### src/rtl/cmd_master.sv
// Command master: turns register read/write requests into a byte stream for a UART
// transmitter and, for reads, gathers the 4-byte reply from the UART receiver.
module cmd_master #(
    parameter int unsigned TIMEOUT_CYCLES = 100000
) (
    input  logic        clk,
    input  logic        rst,
    input  logic        req_valid,
    output logic        req_ready,
    input  logic        req_we,
    input  logic [6:0]  req_addr,
    input  logic [31:0] req_wdat,
    output logic        rsp_valid,
    output logic [31:0] rsp_rdat,
    output logic        rsp_timeout,
    output logic [7:0]  txData,
    output logic        txSend,
    input  logic        txBusy,
    input  logic [7:0]  rxData,
    input  logic        rxValid
);

    typedef enum logic [2:0] {
        IDLE,
        TX_SEND,
        TX_HOLD,
        TX_WAIT,
        RX_COLLECT,
        DONE
    } state_t;

    state_t      state_q, state_d;
    logic        we_q, we_d;
    logic [31:0] wdat_q, wdat_d;
    logic [2:0]  cnt_q, cnt_d;
    logic [23:0] shift_q, shift_d;
    logic [31:0] tmo_q, tmo_d;
    logic [7:0]  tx_data_q, tx_data_d;
    logic        rsp_valid_q, rsp_valid_d;
    logic [31:0] rsp_rdat_q, rsp_rdat_d;
    logic        rsp_timeout_q, rsp_timeout_d;

    logic [31:0] tmo_inc;
    logic        last_tx;
    logic [7:0]  next_byte;

    assign tmo_inc = tmo_q + 32'd1;
    assign last_tx = we_q ? (cnt_q == 3'd5) : (cnt_q == 3'd1);

    always_comb begin
        unique case (cnt_q)
            3'd1:    next_byte = wdat_q[31:24];
            3'd2:    next_byte = wdat_q[23:16];
            3'd3:    next_byte = wdat_q[15:8];
            default: next_byte = wdat_q[7:0];
        endcase
    end

    always_comb begin
        state_d       = state_q;
        we_d          = we_q;
        wdat_d        = wdat_q;
        cnt_d         = cnt_q;
        shift_d       = shift_q;
        tmo_d         = tmo_q;
        tx_data_d     = tx_data_q;
        rsp_valid_d   = 1'b0;
        rsp_rdat_d    = rsp_rdat_q;
        rsp_timeout_d = rsp_timeout_q;

        unique case (state_q)
            IDLE: begin
                if (req_valid) begin
                    we_d      = req_we;
                    wdat_d    = req_wdat;
                    tx_data_d = {~req_we, req_addr};
                    cnt_d     = '0;
                    state_d   = TX_SEND;
                end
            end
            TX_SEND: begin
                if (!txBusy) begin
                    cnt_d   = cnt_q + 3'd1;
                    state_d = TX_HOLD;
                end
            end
            TX_HOLD: state_d = TX_WAIT;
            TX_WAIT: begin
                if (!txBusy) begin
                    if (last_tx) begin
                        cnt_d = '0;
                        if (we_q) begin
                            state_d       = DONE;
                            rsp_valid_d   = 1'b1;
                            rsp_rdat_d    = '0;
                            rsp_timeout_d = 1'b0;
                        end else begin
                            state_d = RX_COLLECT;
                            tmo_d   = '0;
                            shift_d = '0;
                        end
                    end else begin
                        tx_data_d = next_byte;
                        state_d   = TX_SEND;
                    end
                end
            end
            RX_COLLECT: begin
                // A byte arriving on the timeout cycle wins and restarts the count.
                if (rxValid) begin
                    shift_d = {shift_q[15:0], rxData};
                    tmo_d   = '0;
                    cnt_d   = cnt_q + 3'd1;
                    if (cnt_q == 3'd3) begin
                        state_d       = DONE;
                        rsp_valid_d   = 1'b1;
                        rsp_rdat_d    = {shift_q, rxData};
                        rsp_timeout_d = 1'b0;
                        cnt_d         = '0;
                    end
                end else if (tmo_inc == TIMEOUT_CYCLES) begin
                    state_d       = DONE;
                    rsp_valid_d   = 1'b1;
                    rsp_rdat_d    = '0;
                    rsp_timeout_d = 1'b1;
                    tmo_d         = '0;
                    cnt_d         = '0;
                end else begin
                    tmo_d = tmo_inc;
                end
            end
            DONE:    state_d = IDLE;
            default: state_d = IDLE;
        endcase
    end

    always_ff @(posedge clk) begin
        if (rst) begin
            state_q       <= IDLE;
            we_q          <= 1'b0;
            wdat_q        <= '0;
            cnt_q         <= '0;
            shift_q       <= '0;
            tmo_q         <= '0;
            tx_data_q     <= '0;
            rsp_valid_q   <= 1'b0;
            rsp_rdat_q    <= '0;
            rsp_timeout_q <= 1'b0;
        end else begin
            state_q       <= state_d;
            we_q          <= we_d;
            wdat_q        <= wdat_d;
            cnt_q         <= cnt_d;
            shift_q       <= shift_d;
            tmo_q         <= tmo_d;
            tx_data_q     <= tx_data_d;
            rsp_valid_q   <= rsp_valid_d;
            rsp_rdat_q    <= rsp_rdat_d;
            rsp_timeout_q <= rsp_timeout_d;
        end
    end

    // txSend depends on this cycle's txBusy, so it is decoded rather than registered.
    assign req_ready   = (state_q == IDLE);
    assign txSend      = (state_q == TX_SEND) && !txBusy && !rst;
    assign txData      = tx_data_q;
    assign rsp_valid   = rsp_valid_q && !rst;
    assign rsp_rdat    = rsp_rdat_q;
    assign rsp_timeout = rsp_timeout_q;

endmodule

### config.mk
export PLATFORM = sky130hd
export DESIGN_NAME = cmd_master
export DESIGN_NICKNAME = d
export VERILOG_FILES = /design/src/rtl/cmd_master.sv
export SDC_FILE = /design/constraint.sdc
export NUM_CORES = 1
export LEC_CHECK = 0
export ABC_AREA = 1
export CAP_MARGIN = 20
export CORE_MARGIN = 5
export CORE_UTILIZATION = 35
export DETAILED_ROUTE_END_ITERATION = 8
export PLACE_DENSITY = 0.57
export SLEW_MARGIN = 15
export SYNTH_ARGS = -nofsm -noshare
export SYNTH_HDL_FRONTEND = slang
export SYNTH_SLANG_ARGS = --single-unit
### constraint.sdc
create_clock -name clk -period 5.76 [get_ports clk]
set_input_delay 1.152 -clock clk [delete_from_list [all_inputs] [get_ports clk]]
set_output_delay 1.152 -clock clk [all_outputs]
set_load 0.02 [all_outputs]
# After elaboration in Yosys (flattened, before gate mapping)
# Index checks and enable logic that the tools add are counted.
word_totals:
  register_bits: 137
  inputBits: 53
  output_inout_bits: 44
  word_cells: 103
classes:
  add_sub_neg: 2
  n_eq_ne: 19
  muxes: 55
  n_bitwise: 1
  n_reduce_logical: 16
ops:
  columns: ["cell", "count"]
  rows:
  - ["32-bit two-way mux", 11]
  - ["32-bit case mux with 2 select lines", 2]
  - ["24-bit two-way mux", 4]
  - ["24-bit case mux with 2 select lines", 1]
  - ["3-bit two-way mux", 14]
  - ["32-bit by 1-bit adder with 32-bit output (second input constant)", 1]
  - ["32-bit by 17-bit == test with 1-bit output (second input constant)", 1]
  - ["8-bit two-way mux", 3]
  - ["8-bit case mux with 3 select lines", 1]
  - ["2-bit != test (second input constant)", 8]
  - ["8-bit case mux with 2 select lines", 1]
  - ["3-bit case mux with 5 select lines", 1]
  - ["1-bit two-way mux", 14]
  - ["3-bit by 2-bit == test with 1-bit output (second input constant)", 4]
  - ["3-bit case mux with 4 select lines", 1]
  - ["6-bit AND reduction", 2]
  - ["5-bit AND reduction", 2]
  - ["4-bit AND reduction", 2]
  - ["3-bit by 1-bit == test with 1-bit output (second input constant)", 2]
  - ["3-bit == test (second input constant)", 2]
  - ["3-bit != test (second input constant)", 2]
  - ["1-bit case mux with 2 select lines", 2]
  - ["2-bit nonzero test", 2]
  - ["4-bit nonzero test", 1]
  - ["other kinds (6)", 9]

# Depth between registers and ports, before layout
logic_depth:
  word_depth: 5
  ltp_mapped: 18
  ltp_nobuf: 17

# Worst setup path after synthesis
# OpenSTA, ideal clock, no wires.
synth_timing:
  path_kind: "input to output"
  from: "in rst"
  to: "out rsp_valid"
  t_arrival_ps: 1850
  required_time_ps: 4608
  path_slack_ps: 2758
  stages: 3
  n_path_buf: 2
  cell_sequence: "clkbuf_1 clkbuf_1 nor2_1"
synth_between:
  elab_chain_len: 2
synth_lines:
  columns: ["item", "line_no", "rtl"]
  rows:
  - ["from (decl)", "7", "input logic rst,"]
  - ["1-bit zero test", "167", "assign rsp_valid = rsp_valid_q && !rst;"]
  - ["1-bit logical AND", "167", null]
  - ["to (decl)", "13", "output logic rsp_valid,"]
# Every way passes these cells.

# Worst setup path after layout
layout_timing:
  from: "in txBusy"
  to: "out txSend"
layout_between:
  elab_chain_len: 3
layout_lines:
  columns: ["item", "line_no", "rtl"]
  rows:
  - ["from (decl)", "18", "input logic txBusy,"]
  - ["1-bit zero test", "165", "assign txSend = (state_q == TX_SEND) && !txBusy && !rst;"]
  - ["1-bit logical AND (2 in series)", "165", null]
  - ["to (decl)", "17", "output logic txSend,"]
# Every way passes these cells.

==> out/metrics.cfg <==
[sta]
finalHoldViolCount = 0
setup_tns_ps = 0
fin_skew_ps = 13.9
rsz0062_at_grt = no
finalSetupViolCount = 0
slew_viol_final = 0
period_minus_slack_ps = 3620
fmax_ghz = 0.276
worstMarginPinSlew_ps = 1010
maxSlewHeadroom_pct = 32.3
fin_crit_sh_pct = 62.9

[clock_tree]
numCtsBuffers = 17
clk_latency_ps = 420
cts.sinks = 137
htreeDepth = 4
cts_root_buf = clkbuf_16
tritoncts = built
cts.repair.resized = 0
clk_pin_slew_ps = 70
clock_path_buffers = 2
cts_setup_buffers = 0
cts_hold_buf = 0

[routing]
drcViolationCount = 0
post_drt_via_cell_ratio = 4.77
drt-initial-drc-count = 418
finalWirelength_um = 18000
antenna_left = 0
drt_pass1_iterations = 6
vias = 6556
wl_per_cell_um = 13.1

[critical_path]
r2r_end = shift_q[13]$_SDFFE_PP0P_
crit_path_max_incr_delay_ps = 640
crit_arrival_ps = 2470
cp_slowest_cell = clkdlybuf4s50_1
startpoint = txBusy
start_kind = primary input
crit_type = in -> out
crit_top_cell = clkdlybuf4s50_1
timing.rr.start = state_q[0]$_SDFFE_PP0P_
cp-end-kind = output pin
ff2ff_setup_slack_ps = 2420
reg2regPathDepth = 10
cp_max_fo = 3
path_cells = clkdlybuf4s50_1 > nor3_1 > clkdlybuf4s50_1
cp_data_required_time_ps = 4610

[min_path]
worstHoldEndpoint = wdat_q[11]$_SDFFE_PP0P_
hold-path-cell-count = 2
min_path_type = reg -> reg
min_from = wdat_q[11]$_SDFFE_PP0P_

[finish]
nNetsFinal = 1155
nFillCells = 2053
multiInputGateArea_um2 = 3510
mostFrequentLayoutCells = nand2_1, nor2_1, dfxtp_1, a21oi_1, clkdlybuf4s50_1
final_common_cell = nand2_1
utilization_pct = 44.1
drive_above_1_share_pct = 6.13
fin_area_um2 = 8530
ff_latch_area_um2 = 2740
syn_to_final_growth_pct = 25.1

[floorplan]
dieArea_um2 = 22400
fp-row-count = 51
pin_count = 97
die_width_um = 150
dieHeight_um = 150
initial_utilization_pct = 35.3
core_area_um2 = 19300

[power_and_ir_drop]
leakagePower_nw = 3.27
p_per_area_nw_per_um2 = 372
ir_drop_v = 0.000186

[yosys]
synth.distinct_cells = 31
synthArstFlopShare_pct = 0
synth_edf_count = 0
yosys_register_bits = 137
netlist_area_um2 = 6820
ys_warn_count = 0
ys.flop_type = dfxtp_1
syn_nets = 1081
syn_avg_cell_area_um2 = 6.67
yosysSeqAreaShare_pct = 40.2
syn_inst = 1022

[grt]
gr-total-overflow = 0
grt_pass1_wl_um = 30200
groute.usage.overall_pct = 16.5
grt_max_degree = 57
grt_pass1_vias = 6047
antenna_found_initial = 0

[status]
status = finished clean

[place]
gp_congestion = 0.880
port_buffers = 96
postPlaceCellArea_um2 = 7910
dp_hpwl_um = 12600

[flow_run]
maxCapViolations = 0

==> critical path, delay by kind of cell <==
| family | cells | cell delay [ps] |
|---|---|---|
| simple gates | 1 | 220 |
| buf+inv | 2 | 1100 |
==> how the worst max path moves through the flow <==
| stage | endpoint | slack, ps |
|---|---|---|
| after floorplan | rsp_valid | 2760 |
| after global placement | txSend | 2170 |
| after detailed placement | txSend | 2130 |
| after CTS | txSend | 2110 |
| after global routing | txSend | 2060 |
| final | txSend | 2140 |
==> cell usage after synthesis (2+ instances only) <==
master	n	share of area, %
buf_6	6	0.99
nand3_1	40	2.9
nor2_2	6	0.55
nand3b_1	13	1.4
nand4_1	29	2.7
nand3_2	2	0.29
o221ai_1	8	1.0
nor2_8	2	0.59
o21bai_1	3	0.33
o211ai_1	8	0.88
o21ai_0	34	2.5
nor3_1	2	0.15
a21oi_1	113	8.3
buf_2	9	0.66
nand3_4	2	0.51
nor2_4	5	0.83
nand2_1	317	17
xor2_1	4	0.51
nor2_1	146	8.0
inv_1	84	4.6
nand2_4	3	0.50
clkbuf_1	31	1.7
nand2_2	6	0.55
dfxtp_1	137	40
ha_1	6	1.1
==> routing by layer <==
metal / up-vias / global-route usage [%] / part of all wire (%)
li1: 3452 / - / -
met1: 2973 / 22.7 / 49
met2: 122 / 26.4 / 46
met3: 9 / 3.66 / 4.3
met4: 0 / 4.16 / 0.91
met5: - / 0 / 0
==> sequential cells by signal, summed over array words and instances (netlist names) <==
| name | cells |
|---|---|
| rsp_valid_q | 1 |
| rsp_timeout | 1 |
| state_q | 3 |
| wdat_q | 32 |
| tmo_q | 32 |
| txData | 8 |
| we_q | 1 |
| cnt_q | 3 |
| rsp_rdat | 32 |
| shift_q | 24 |
==> area by class of cell <==
class / count / share of cell area (%)
diodes: 1 / 0.0293
clock buffers: 18 / 5.15
clock inverters: 14 / 2.04
inverters: 85 / 3.74
multi-input cells: 752 / 41.2
flip-flops and latches: 137 / 32.2
well taps: 265 / 3.89
repair buffers: 103 / 11.8
==> per-stage QoR <==
step / instances / power (mW) / worst slack [ps] / hold slack [ps]
4_1_cts: 1374 / 3.21 / 2110 / 460
2_1_floorplan: 1022 / 1.77 / 2760 / 429
3_3_place_gp: 1342 / 2.06 / 2170 / 447
5_1_grt: 1374 / 3.38 / 2060 / 476
3_5_place_dp: 1342 / 2.06 / 2130 / 450
6_report: 1375 / 3.17 / 2140 / 459
==> cells by family (layout without fill, tap and decap cells) <==
family          Yosys count  count (layout)  share of synthesized area (%)
simple gates            573             573                           36.5
compound gates          168             168                           13.2
flops                   137             137                           40.2
buf+inv                 133             220                           8.31
fa+ha+maj                 6               6                           1.10
xor+xnor                  4               4                          0.514
mux                       1               1                          0.147
other cells               0               1                              0
==> where the power goes <==
part | total [mW] | leakage [nW] | internal [mW] | switching, mW
combinational | 0.886 | 1.86 | 0.320 | 0.566
clock | 1.14 | 0.301 | 0.670 | 0.467
sequential | 1.15 | 1.11 | 1.08 | 0.0677
total | 3.17 | 3.27 | 2.07 | 1.10
Note: power is estimated with default switching activity, not from simulation.
